### src/rtl/act_lut_interp_pipe_pkg.sv
// Shared sizing helpers and pipeline constants for the activation LUT interpolator.
package act_lut_pkg;

    localparam int PIPE_LAT = 3;

    function automatic int ADDR_W(input int data_w, input int frac_w);
        return data_w - frac_w;
    endfunction

    function automatic int DEPTH(input int data_w, input int frac_w);
        return 32'sd1 << (data_w - frac_w);
    endfunction

endpackage

### src/rtl/act_lut_interp_pipe_lane.sv
// One lane of stage-2/3 interpolation arithmetic: a = base + ((next-base)*rem >>> FRAC_W).
// Build option ACT_INTERP_ROUND_EN switches the floor shift to round-half-up.
module act_interp_lane
    import act_lut_pkg::*;
#(
    parameter int DATA_W = 8,
    parameter int FRAC_W = 4
) (
    input  logic                     clk,
    input  logic                     rst,
    input  logic                     en,
    input  logic signed [DATA_W-1:0] base,
    input  logic signed [DATA_W-1:0] next,
    input  logic        [FRAC_W-1:0] rem,
    output logic signed [DATA_W-1:0] a
);

    localparam int DIFF_W = DATA_W + 1;
    localparam int PROD_W = DATA_W + FRAC_W + 2;

    logic signed [DIFF_W-1:0] diff_s;
    logic signed [PROD_W-1:0] diff_ext_s;
    logic signed [PROD_W-1:0] rem_ext_s;
    logic signed [PROD_W-1:0] prod_s;
    logic signed [PROD_W-1:0] prod_adj_s;
    logic signed [PROD_W-1:0] prod_r;
    logic signed [DATA_W-1:0] base2_r;
    logic signed [DATA_W-1:0] a_next_s;
    logic signed [DATA_W-1:0] a_r;

`ifdef ACT_INTERP_ROUND_EN
    localparam logic signed [PROD_W-1:0] RND_HALF = {{(PROD_W-1){1'b0}}, 1'b1} << (FRAC_W-1);
`endif

    // Widen both operands to the product width so the signed multiply is exact.
    always_comb begin
        diff_s     = {next[DATA_W-1], next} - {base[DATA_W-1], base};
        diff_ext_s = {{(FRAC_W+1){diff_s[DIFF_W-1]}}, diff_s};
        rem_ext_s  = {{(DATA_W+2){1'b0}}, rem};
        prod_s     = diff_ext_s * rem_ext_s;
`ifdef ACT_INTERP_ROUND_EN
        prod_adj_s = prod_s + RND_HALF;
`else
        prod_adj_s = prod_s;
`endif
        // Result lies between base and next, so plain truncation cannot overflow.
        a_next_s   = base2_r + DATA_W'(prod_r >>> FRAC_W);
    end

    // Stage-2 product/base and stage-3 result registers, frozen together on stall.
    always_ff @(posedge clk) begin
        if (rst) begin
            prod_r  <= '0;
            base2_r <= '0;
            a_r     <= '0;
        end else if (en) begin
            prod_r  <= prod_adj_s;
            base2_r <= base;
            a_r     <= a_next_s;
        end
    end

    assign a = a_r;

endmodule

### src/rtl/act_lut_interp_pipe.sv
// 3-stage LUT + linear interpolation activation unit with shared run-time loadable table.
// Build option ACT_INTERP_ROUND_EN selects round-half-up interpolation in every lane.
module act_lut_interp_pipe
    import act_lut_pkg::*;
#(
    parameter int DATA_W = 8,
    parameter int FRAC_W = 4,
    parameter int LANES  = 1
) (
    input  logic                        clk,
    input  logic                        rst,
    input  logic                        in_valid,
    output logic                        in_ready,
    input  logic [LANES*DATA_W-1:0]     in_z,
    output logic                        out_valid,
    input  logic                        out_ready,
    output logic [LANES*DATA_W-1:0]     out_a,
    input  logic                        lut_we,
    input  logic [DATA_W-FRAC_W-1:0]    lut_waddr,
    input  logic [DATA_W-1:0]           lut_wdata
);

    localparam int LUT_AW    = ADDR_W(DATA_W, FRAC_W);
    localparam int LUT_DEPTH = DEPTH(DATA_W, FRAC_W);
    // Top segment of the positive range: no breakpoint above it, so hold flat.
    localparam logic [LUT_AW-1:0] MAX_POS_IDX = {1'b0, {(LUT_AW-1){1'b1}}};

    logic signed [DATA_W-1:0] lut_r [LUT_DEPTH];
    logic                     adv_s;
    logic                     v1_r;
    logic                     v2_r;
    logic                     v3_r;

    assign adv_s     = rst | ~v3_r | out_ready;
    assign in_ready  = adv_s;
    assign out_valid = v3_r;

    // Valid chain: one global stall, bubbles travel like beats.
    always_ff @(posedge clk) begin
        if (rst) begin
            v1_r <= 1'b0;
            v2_r <= 1'b0;
            v3_r <= 1'b0;
        end else if (adv_s) begin
            v1_r <= in_valid;
            v2_r <= v1_r;
            v3_r <= v2_r;
        end
    end

    // Breakpoint table; readers see the pre-edge contents during a write cycle.
    always_ff @(posedge clk) begin
        if (rst) begin
            for (int i = 0; i < LUT_DEPTH; i++) begin
                lut_r[i] <= '0;
            end
        end else if (lut_we) begin
            lut_r[lut_waddr] <= lut_wdata;
        end
    end

    for (genvar k = 0; k < LANES; k++) begin : g_lane
        logic        [LUT_AW-1:0] addr_s;
        logic        [LUT_AW-1:0] naddr_s;
        logic        [FRAC_W-1:0] rem_s;
        logic signed [DATA_W-1:0] base_s;
        logic signed [DATA_W-1:0] next_s;
        logic signed [DATA_W-1:0] base1_r;
        logic signed [DATA_W-1:0] next1_r;
        logic        [FRAC_W-1:0] rem1_r;

        assign addr_s  = in_z[k*DATA_W+FRAC_W +: LUT_AW];
        assign rem_s   = in_z[k*DATA_W +: FRAC_W];
        // Index DEPTH-1 wraps to 0, which keeps the -1 -> 0 segment continuous.
        assign naddr_s = addr_s + {{(LUT_AW-1){1'b0}}, 1'b1};
        assign base_s  = lut_r[addr_s];
        assign next_s  = (addr_s == MAX_POS_IDX) ? base_s : lut_r[naddr_s];

        // Stage 1: table read results captured at acceptance.
        always_ff @(posedge clk) begin
            if (rst) begin
                base1_r <= '0;
                next1_r <= '0;
                rem1_r  <= '0;
            end else if (adv_s) begin
                base1_r <= base_s;
                next1_r <= next_s;
                rem1_r  <= rem_s;
            end
        end

        act_interp_lane #(
            .DATA_W (DATA_W),
            .FRAC_W (FRAC_W)
        ) u_lane (
            .clk  (clk),
            .rst  (rst),
            .en   (adv_s),
            .base (base1_r),
            .next (next1_r),
            .rem  (rem1_r),
            .a    (out_a[k*DATA_W +: DATA_W])
        );
    end

endmodule
### config.mk
export PLATFORM = sky130hd
export DESIGN_NAME = act_lut_interp_pipe
export DESIGN_NICKNAME = d
export VERILOG_FILES = /design/src/rtl/act_lut_interp_pipe_pkg.sv /design/src/rtl/act_lut_interp_pipe_lane.sv /design/src/rtl/act_lut_interp_pipe.sv
export SDC_FILE = /design/constraint.sdc
export NUM_CORES = 1
export LEC_CHECK = 0
export ABC_AREA = 1
export CAP_MARGIN = 30
export CELL_PAD_IN_SITES_DETAIL_PLACEMENT = 1
export CELL_PAD_IN_SITES_GLOBAL_PLACEMENT = 2
export CORE_MARGIN = 10
export CORE_UTILIZATION = 38
export DETAILED_ROUTE_END_ITERATION = 6
export PLACE_DENSITY_LB_ADDON = 0.1
export RECOVER_POWER = 25
export SYNTH_ARGS = -nofsm -noshare
export SYNTH_HDL_FRONTEND = slang
export SYNTH_SLANG_ARGS = --single-unit
export TNS_END_PERCENT = 30
### constraint.sdc
create_clock -name clk -period 4.4 [get_ports clk]
set_input_delay 1.1 -clock clk [delete_from_list [all_inputs] [get_ports clk]]
set_output_delay 1.1 -clock clk [all_outputs]
set_load 0.1 [all_outputs]
==> results of run 1 <==
-- worst max-delay path by stage --
| stage | cells after the start | slack [ns] | end | startpoint |
|---|---|---|---|---|
| 2_1_floorplan | 26 | 0.33 | g_lane[0].u_lane.prod_r[11]$_SDFFE_PP0P_ | g_lane[0].next1_r[0]$_SDFFE_PP0P_ |
| 3_3_place_gp | 23 | 0.08 | g_lane[0].u_lane.prod_r[10]$_SDFFE_PP0P_ | g_lane[0].base1_r[2]$_SDFFE_PP0P_ |
| 3_5_place_dp | 25 | -0.08 | g_lane[0].u_lane.prod_r[10]$_SDFFE_PP0P_ | g_lane[0].next1_r[0]$_SDFFE_PP0P_ |
| 4_1_cts | 26 | -0.003 | g_lane[0].u_lane.prod_r[11]$_SDFFE_PP0P_ | g_lane[0].next1_r[0]$_SDFFE_PP0P_ |
| 5_1_grt | 24 | -0.04 | g_lane[0].u_lane.prod_r[11]$_SDFFE_PP0P_ | g_lane[0].next1_r[0]$_SDFFE_PP0P_ |
| 6_report | 31 | 0.18 | g_lane[0].u_lane.prod_r[11]$_SDFFE_PP0P_ | g_lane[0].next1_r[0]$_SDFFE_PP0P_ |
-- power breakdown --
group / internal, mW / leakage (nW) / switching, mW
Sequential: 1.91 / 1.61 / 0.0826
Combinational: 0.647 / 3.06 / 1.10
Clock: 0.772 / 0.287 / 0.802
-- routing by layer --
metal  vias to the layer above  routed length (µm)  global-route usage
met5                         -                   0                   0
met4                         0                 788              0.0585
met3                        41                 991              0.0216
met2                       133               17400               0.344
met1                      4466               15200               0.242
li1                       4307                   -                   -
-- through the flow --
stage          worst slack (ns)  TNS [ns]  hold WS (ns)  power (mW)  utilization
3_3_place_gp             0.0759         0         0.437        3.49        0.410
4_1_cts                -0.00258  -0.00258         0.458        5.15        0.436
5_1_grt                 -0.0427   -0.0427         0.475        5.60        0.443
2_1_floorplan             0.327         0         0.430        3.03            -
3_5_place_dp            -0.0775    -0.134         0.443        3.51        0.410
6_report                  0.178         0         0.456        5.32        0.443
-- critical path: cells and delay by family (launching register included) --
family | cells | cell delay (ns)
AO/OA/AOI/OAI | 1 | 0.16
XOR/XNOR | 1 | 0.24
adder cells (fa/ha/maj) | 4 | 1.39
buffers and inverters | 14 | 1.19
flip-flops | 1 | 0.34
AND/OR/NAND/NOR | 11 | 0.82
-- cell usage in the layout, fill, tap and decap left out, drive strengths merged, types with 5 or more instances in the layout --
master / netlist / layout
edfxtp: 128 / 128
o21ai: 173 / 173
o211ai: 36 / 36
dfxtp: 47 / 47
nor2: 209 / 209
buf: 46 / 36
a21oi: 112 / 112
clkinv: 0 / 5
xor2: 10 / 10
clkdlybuf4s50: 0 / 30
clkbuf: 19 / 20
nand4: 6 / 6
nand2: 170 / 170
inv: 160 / 168
ha: 35 / 35
nor3: 5 / 5
fa: 17 / 17
nand3: 67 / 67
-- what timing repair did --
action,in CTS,in global routing
endpoints found under the hold margin,0,0
setup endpoints to repair,2,5
setup buffers,9,5
gates resized for setup,4,46
pin swaps,1,17
-- layout make-up --
class / count / share of cell area
Inverter: 160 / 0.0501
Sequential cell: 175 / 0.399
Timing Repair Buffer: 71 / 0.0523
Multi-Input combinational cell: 868 / 0.409
Clock inverter: 15 / 0.0147
Clock buffer: 17 / 0.0355
Tap cell: 372 / 0.0388
-- logic make-up after synthesis --
kind of cell | count (synthesis)
fa+ha+maj | 52
buf+inv | 225
compound gates | 342
simple gates | 463
flops | 175
xor+xnor | 11
-- state kept, by name (all words and copies together), names as in the netlist, 4 cells and up --
| signal | count |
|---|---|
| g_lane.rem1_r | 4 |
| lut_r | 128 |
| g_lane.u_lane.prod_r | 8 |
| g_lane.base1_r | 8 |
| g_lane.u_lane.a | 8 |
| g_lane.next1_r | 8 |
| g_lane.u_lane.base2_r | 8 |
==> results.py, run 1 <==
metrics = {
    "synthesis": {
        "synth.most_common_cell": "nor2_1",
        "synthMuxAreaShare": 0,
        "synth.top_cells.by_count": "205 x nor2_1, 166 x nand2_1, 152 x o21ai_0",
        "syn-num-nets": 1345,
        "synthesis.instances": 1268,
        "yosys.area.top_type_share": 0.366,
        "yosys.area_share.simple": 0.184,
        "syn_area_um2": 10500,
        "synthTopCellsByArea": "edfxtp_1 37%, dfxtp_1 9.0%, nor2_1 7.3%",
        "synthDistinctLibCells": 47,
        "synth_async_sr_flop_share": 0,
        "syn_avg_cell_area_um2": 8.29,
        "synth_xor_area_frac": 0.0110,
        "ys_warn_count": 0,
        "synth_fa_ha_area_frac": 0.0740,
        "ys.flop_type": "edfxtp_1",
        "yosysTopAreaCell": "edfxtp_1",
        "yosysSeqAreaShare": 0.455,
        "synth_seq_cells": 175,
        "synth_top_family_by_area": "simple AND/OR/NAND/NOR gates",
        "synth_compound_area_frac": 0.182,
        "synth_edf_count": 128,
    },
    "setup_path": {
        "max_stage_delay_ns": 0.53,
        "reg2reg_slack_ns": 0.18,
        "cp.arrival_ns": 4.57,
        "timing.rr.end": "g_lane[0].u_lane.prod_r[11]$_SDFFE_PP0P_",
        "worst_path_most_repeated_cell": "buf_4",
        "cp.required_ns": 4.74,
        "cp-end-kind": "flip-flop",
        "critPathLaunchType": "flip-flop",
        "ff2ff_path_depth": 31,
        "worstSetupPathType": "reg2reg",
        "cp_max_fo": 5,
        "timing.rr.start": "g_lane[0].next1_r[0]$_SDFFE_PP0P_",
        "crit_slowest_cell": "fa_1",
    },
    "sta": {
        "finalMaxSlewViolations": 0,
        "hold_viol_final": 0,
        "post-route-min-period_ns": 4.22,
        "finClkSkew_ns": 0.0214,
        "grt_setup_unrepaired": "true",
        "final_min_period_over_clock_period": 0.960,
        "fmax_mhz": 237,
        "relSlewSlack": 0.342,
        "worst_pin_slew_ns": 0.983,
        "setup_viol": 0,
    },
    "detailed_routing": {
        "dr.first_iter.drc_count": 452,
        "dr.pass1.iters": 5,
        "ant_nets": 0,
        "num_vias": 8947,
        "drt-vias-per-instance": 5.33,
        "drc_errors": 0,
        "wirelength_mm": 34.4,
        "wl_per_cell_um": 20.5,
    },
    "clocking": {
        "clockRootBuffer": "clkbuf_16",
        "clk_pin_slew_ns": 0.08,
        "cts_hold_buf": 0,
        "h-tree-depth": 4,
        "clk_latency_ns": 0.45,
        "clkSinkCount": 175,
        "cts_made_buffers": 17,
        "clockBufferDepth": 2,
        "cts_tree": "yes",
    },
    "finish": {
        "multi_input_comb_area_um2": 4910,
        "final_area_um2": 12000,
        "diodes": 0,
        "synthToLayoutAreaGrowth_pct": 14.1,
        "fin_nets": 1370,
        "finalNonFillerCells": 1678,
        "nFillCells": 3199,
        "ff_latch_area_um2": 4790,
        "drive_gt1_frac": 0.111,
    },
    "placed_design": {
        "postPlaceCellArea_um2": 11100,
        "place.gp.congestion": 0.826,
        "place_inst": 1632,
        "io_buffers": 34,
        "dp_hpwl_mm": 24.0,
    },
    "die": {
        "num_io_pins": 35,
        "dieHeight_um": 186,
        "start_util": 0.388,
        "std_cell_rows": 60,
        "fp.dieW_um": 186,
        "fp.coreArea_um2": 27100,
        "die_area_um2": 34700,
    },
    "grt": {
        "grt_max_degree": 95,
        "grt_overflow": 0,
        "grt_use_total": 0.194,
        "antenna_found_initial": 0,
        "grt_pass1_wl_mm": 52.6,
        "grt_pass1_vias": 9180,
    },
    "run": {
        "drv_cap": 0,
    },
    "min_path": {
        "min_path_cells": 2,
        "hold_start": "g_lane[0].u_lane.a[5]$_SDFFE_PP0P_",
        "hold_path.class": "reg2reg",
        "min_to": "g_lane[0].u_lane.a[5]$_SDFFE_PP0P_",
    },
    "run_status": {
        "outcome": "finished clean",
    },
    "power": {
        "peakVddDrop_uv": 258,
        "power_density_nw_per_um2": 443,
        "power.leakage_nw": 4.96,
    },
}
Power figures use the tool's default switching activity.
==> inputs of run 2 (changes only) <==
- PLACE_DENSITY_LB_ADDON: 0.1 -> 0.12
==> run 2 against run 1 <==
Cell count decreased by 0.18%. Clock power decreased by 3%. Global-route usage decreased by 0.18 points. Sequential share of layout area increased by 0.44 points. Routed wire length decreased by 1.5%. Sequential power about the same. Cell area decreased by 1.1%. Die area unchanged. Largest cell class unchanged.
==> results.py, run 2 (same netlist as run 1, synthesis figures left out) <==
metrics = {
    "die": {
        "start_util": 0.388,
        "fp.dieW_um": 186,
        "dieHeight_um": 186,
        "num_io_pins": 35,
        "die_area_um2": 34700,
        "std_cell_rows": 60,
        "fp.coreArea_um2": 27100,
    },
    "sta": {
        "worst_pin_slew_ns": 0.985,
        "hold_viol_final": 0,
        "post-route-min-period_ns": 4.19,
        "tns_ns": 0,
        "finalMaxSlewViolations": 0,
        "relSlewSlack": 0.341,
        "grt_setup_unrepaired": "true",
        "final_min_period_over_clock_period": 0.952,
        "fmax_mhz": 239,
        "finClkSkew_ns": 0.0141,
        "setup_viol": 0,
    },
    "power": {
        "intPower_mw": 3.22,
        "total_power_mw": 5.11,
        "power.leakage_nw": 4.93,
        "p_seq_frac": 0.390,
        "peakVddDrop_uv": 271,
        "p_sw_mw": 1.88,
        "clock_power_share": 0.298,
        "power_density_nw_per_um2": 431,
        "comb_power_share": 0.312,
        "p_sw_frac": 0.369,
    },
    "clocking": {
        "clockBufferDepth": 2,
        "cts_made_buffers": 17,
        "clkSinkCount": 175,
        "clockRootBuffer": "clkbuf_16",
        "clk_latency_ns": 0.45,
        "clk_pin_slew_ns": 0.08,
        "h-tree-depth": 4,
        "cts_hold_buf": 0,
        "cts_tree": "yes",
    },
    "grt": {
        "grt_use_total": 0.193,
        "grt_overflow": 0,
        "grt_max_degree": 64,
        "antenna_found_initial": 1,
        "grt_pass1_wl_mm": 52.1,
        "grt_pass1_vias": 9025,
    },
    "finish": {
        "diodes": 0,
        "fin_nets": 1367,
        "drive_gt1_frac": 0.0952,
        "synthToLayoutAreaGrowth_pct": 12.8,
        "finalCoreUtilization": 0.438,
        "nFillCells": 3229,
        "layout_commonest_cell": "nor2_1",
        "regMostFlops": "lut_r",
        "most-common-layout-cells": "203 x nor2_1, 162 x nand2_1, 152 x o21ai_0",
        "largest_reg_flops": 128,
    },
    "detailed_routing": {
        "wirelength_mm": 33.9,
        "dr.pass1.iters": 5,
        "drc_errors": 0,
        "drt-vias-per-instance": 5.33,
        "wl_per_cell_um": 20.2,
        "ant_nets": 0,
        "dr.first_iter.drc_count": 584,
        "num_vias": 8936,
    },
    "min_path": {
        "hold_path.class": "reg2reg",
    },
    "placed_design": {
        "place.gp.congestion": 0.831,
        "io_buffers": 34,
        "dp_hpwl_mm": 24.3,
    },
    "setup_path": {
        "cp-end-kind": "flip-flop",
        "cp.required_ns": 4.76,
        "critPathLaunchType": "flip-flop",
        "worstSetupPathType": "reg2reg",
        "cp.arrival_ns": 4.54,
        "cp_max_fo": 5,
    },
    "run_status": {
        "outcome": "finished clean",
    },
    "run": {
        "drv_cap": 0,
    },
}
## run 2: power groups by stage
| stage | Sequential (mW) | Combinational [mW] | Clock, mW |
|---|---|---|---|
| 6_report | 1.99 | 1.59 | 1.52 |
| 3_3_place_gp | 2.03 | 1.46 | 0 |
| 2_1_floorplan | 2.15 | 0.883 | 0 |
| 3_5_place_dp | 2.03 | 1.48 | 0 |
| 5_1_grt | 2.01 | 1.78 | 1.61 |
| 4_1_cts | 1.99 | 1.50 | 1.54 |
## run 2: cell type report
type / count / area (µm²) / share of cell area
timing repair buffer: 68 / 597 / 0.0503
sequential: 175 / 4790 / 0.404
clock buffer: 17 / 425 / 0.0359
clock inverter: 15 / 151 / 0.0128
tap: 372 / 465 / 0.0392
inverter: 160 / 601 / 0.0506
multi-input combinational: 868 / 4830 / 0.408
## run 2: worst paths after layout
kind | start | endpoint | slack, ns | depth (start not counted)
max reg2reg | g_lane[0].next1_r[0]$_SDFFE_PP0P_ | g_lane[0].u_lane.prod_r[11]$_SDFFE_PP0P_ | 0.21 | 25
min reg2reg | g_lane[0].u_lane.a[7]$_SDFFE_PP0P_ | g_lane[0].u_lane.a[7]$_SDFFE_PP0P_ | 0.46 | 1
max | g_lane[0].next1_r[0]$_SDFFE_PP0P_ | g_lane[0].u_lane.prod_r[11]$_SDFFE_PP0P_ | 0.21 | 25
min | g_lane[0].u_lane.a[7]$_SDFFE_PP0P_ | g_lane[0].u_lane.a[7]$_SDFFE_PP0P_ | 0.46 | 1
## run 2: worst max-delay path: stages (launching register included)
cell and delay (ns):
dfxtp_2 0.33, inv_2 0.04, ha_4 0.15, fa_2 0.37, inv_2 0.06, nand2_2 0.05
nand2_2 0.06, buf_4 0.10, nand3_1 0.12, nand3_1 0.14, nand2_2 0.11, inv_1 0.09
nor2_1 0.05, ha_1 0.31, fa_1 0.50, inv_1 0.05, fa_1 0.49, inv_1 0.05
ha_2 0.39, nand3_2 0.11, o211ai_1 0.20, nor2_2 0.08, inv_1 0.05, nand3_1 0.06
nand3_1 0.07, nand2_1 0.05
## run 2: per-stage QoR
stage	cells	hold WS [ns]	setup slack, ns	area [µm²]
2_1_floorplan	1268	0.430	0.327	10500
3_3_place_gp	1637	0.439	0.0658	11200
3_5_place_dp	1637	0.447	-0.0242	11200
4_1_cts	1670	0.464	0.000673	11800
5_1_grt	1675	0.475	-0.129	11900
6_report	1675	0.457	0.213	11900
## run 2: per-layer routing
metal,global-route usage,up-vias,wire length [µm]
met3,0.0304,38,1250
met4,0.0572,2,628
met2,0.342,136,17100
met1,0.234,4453,14900
li1,-,4307,-
met5,0,-,7
## run 2: what timing repair did
| item | in CTS | in global routing |
|---|---|---|
| setup buffers | 1 | 5 |
| resized for setup | 2 | 27 |
| pin swaps | 0 | 16 |
| setup endpoints to repair | 2 | 6 |
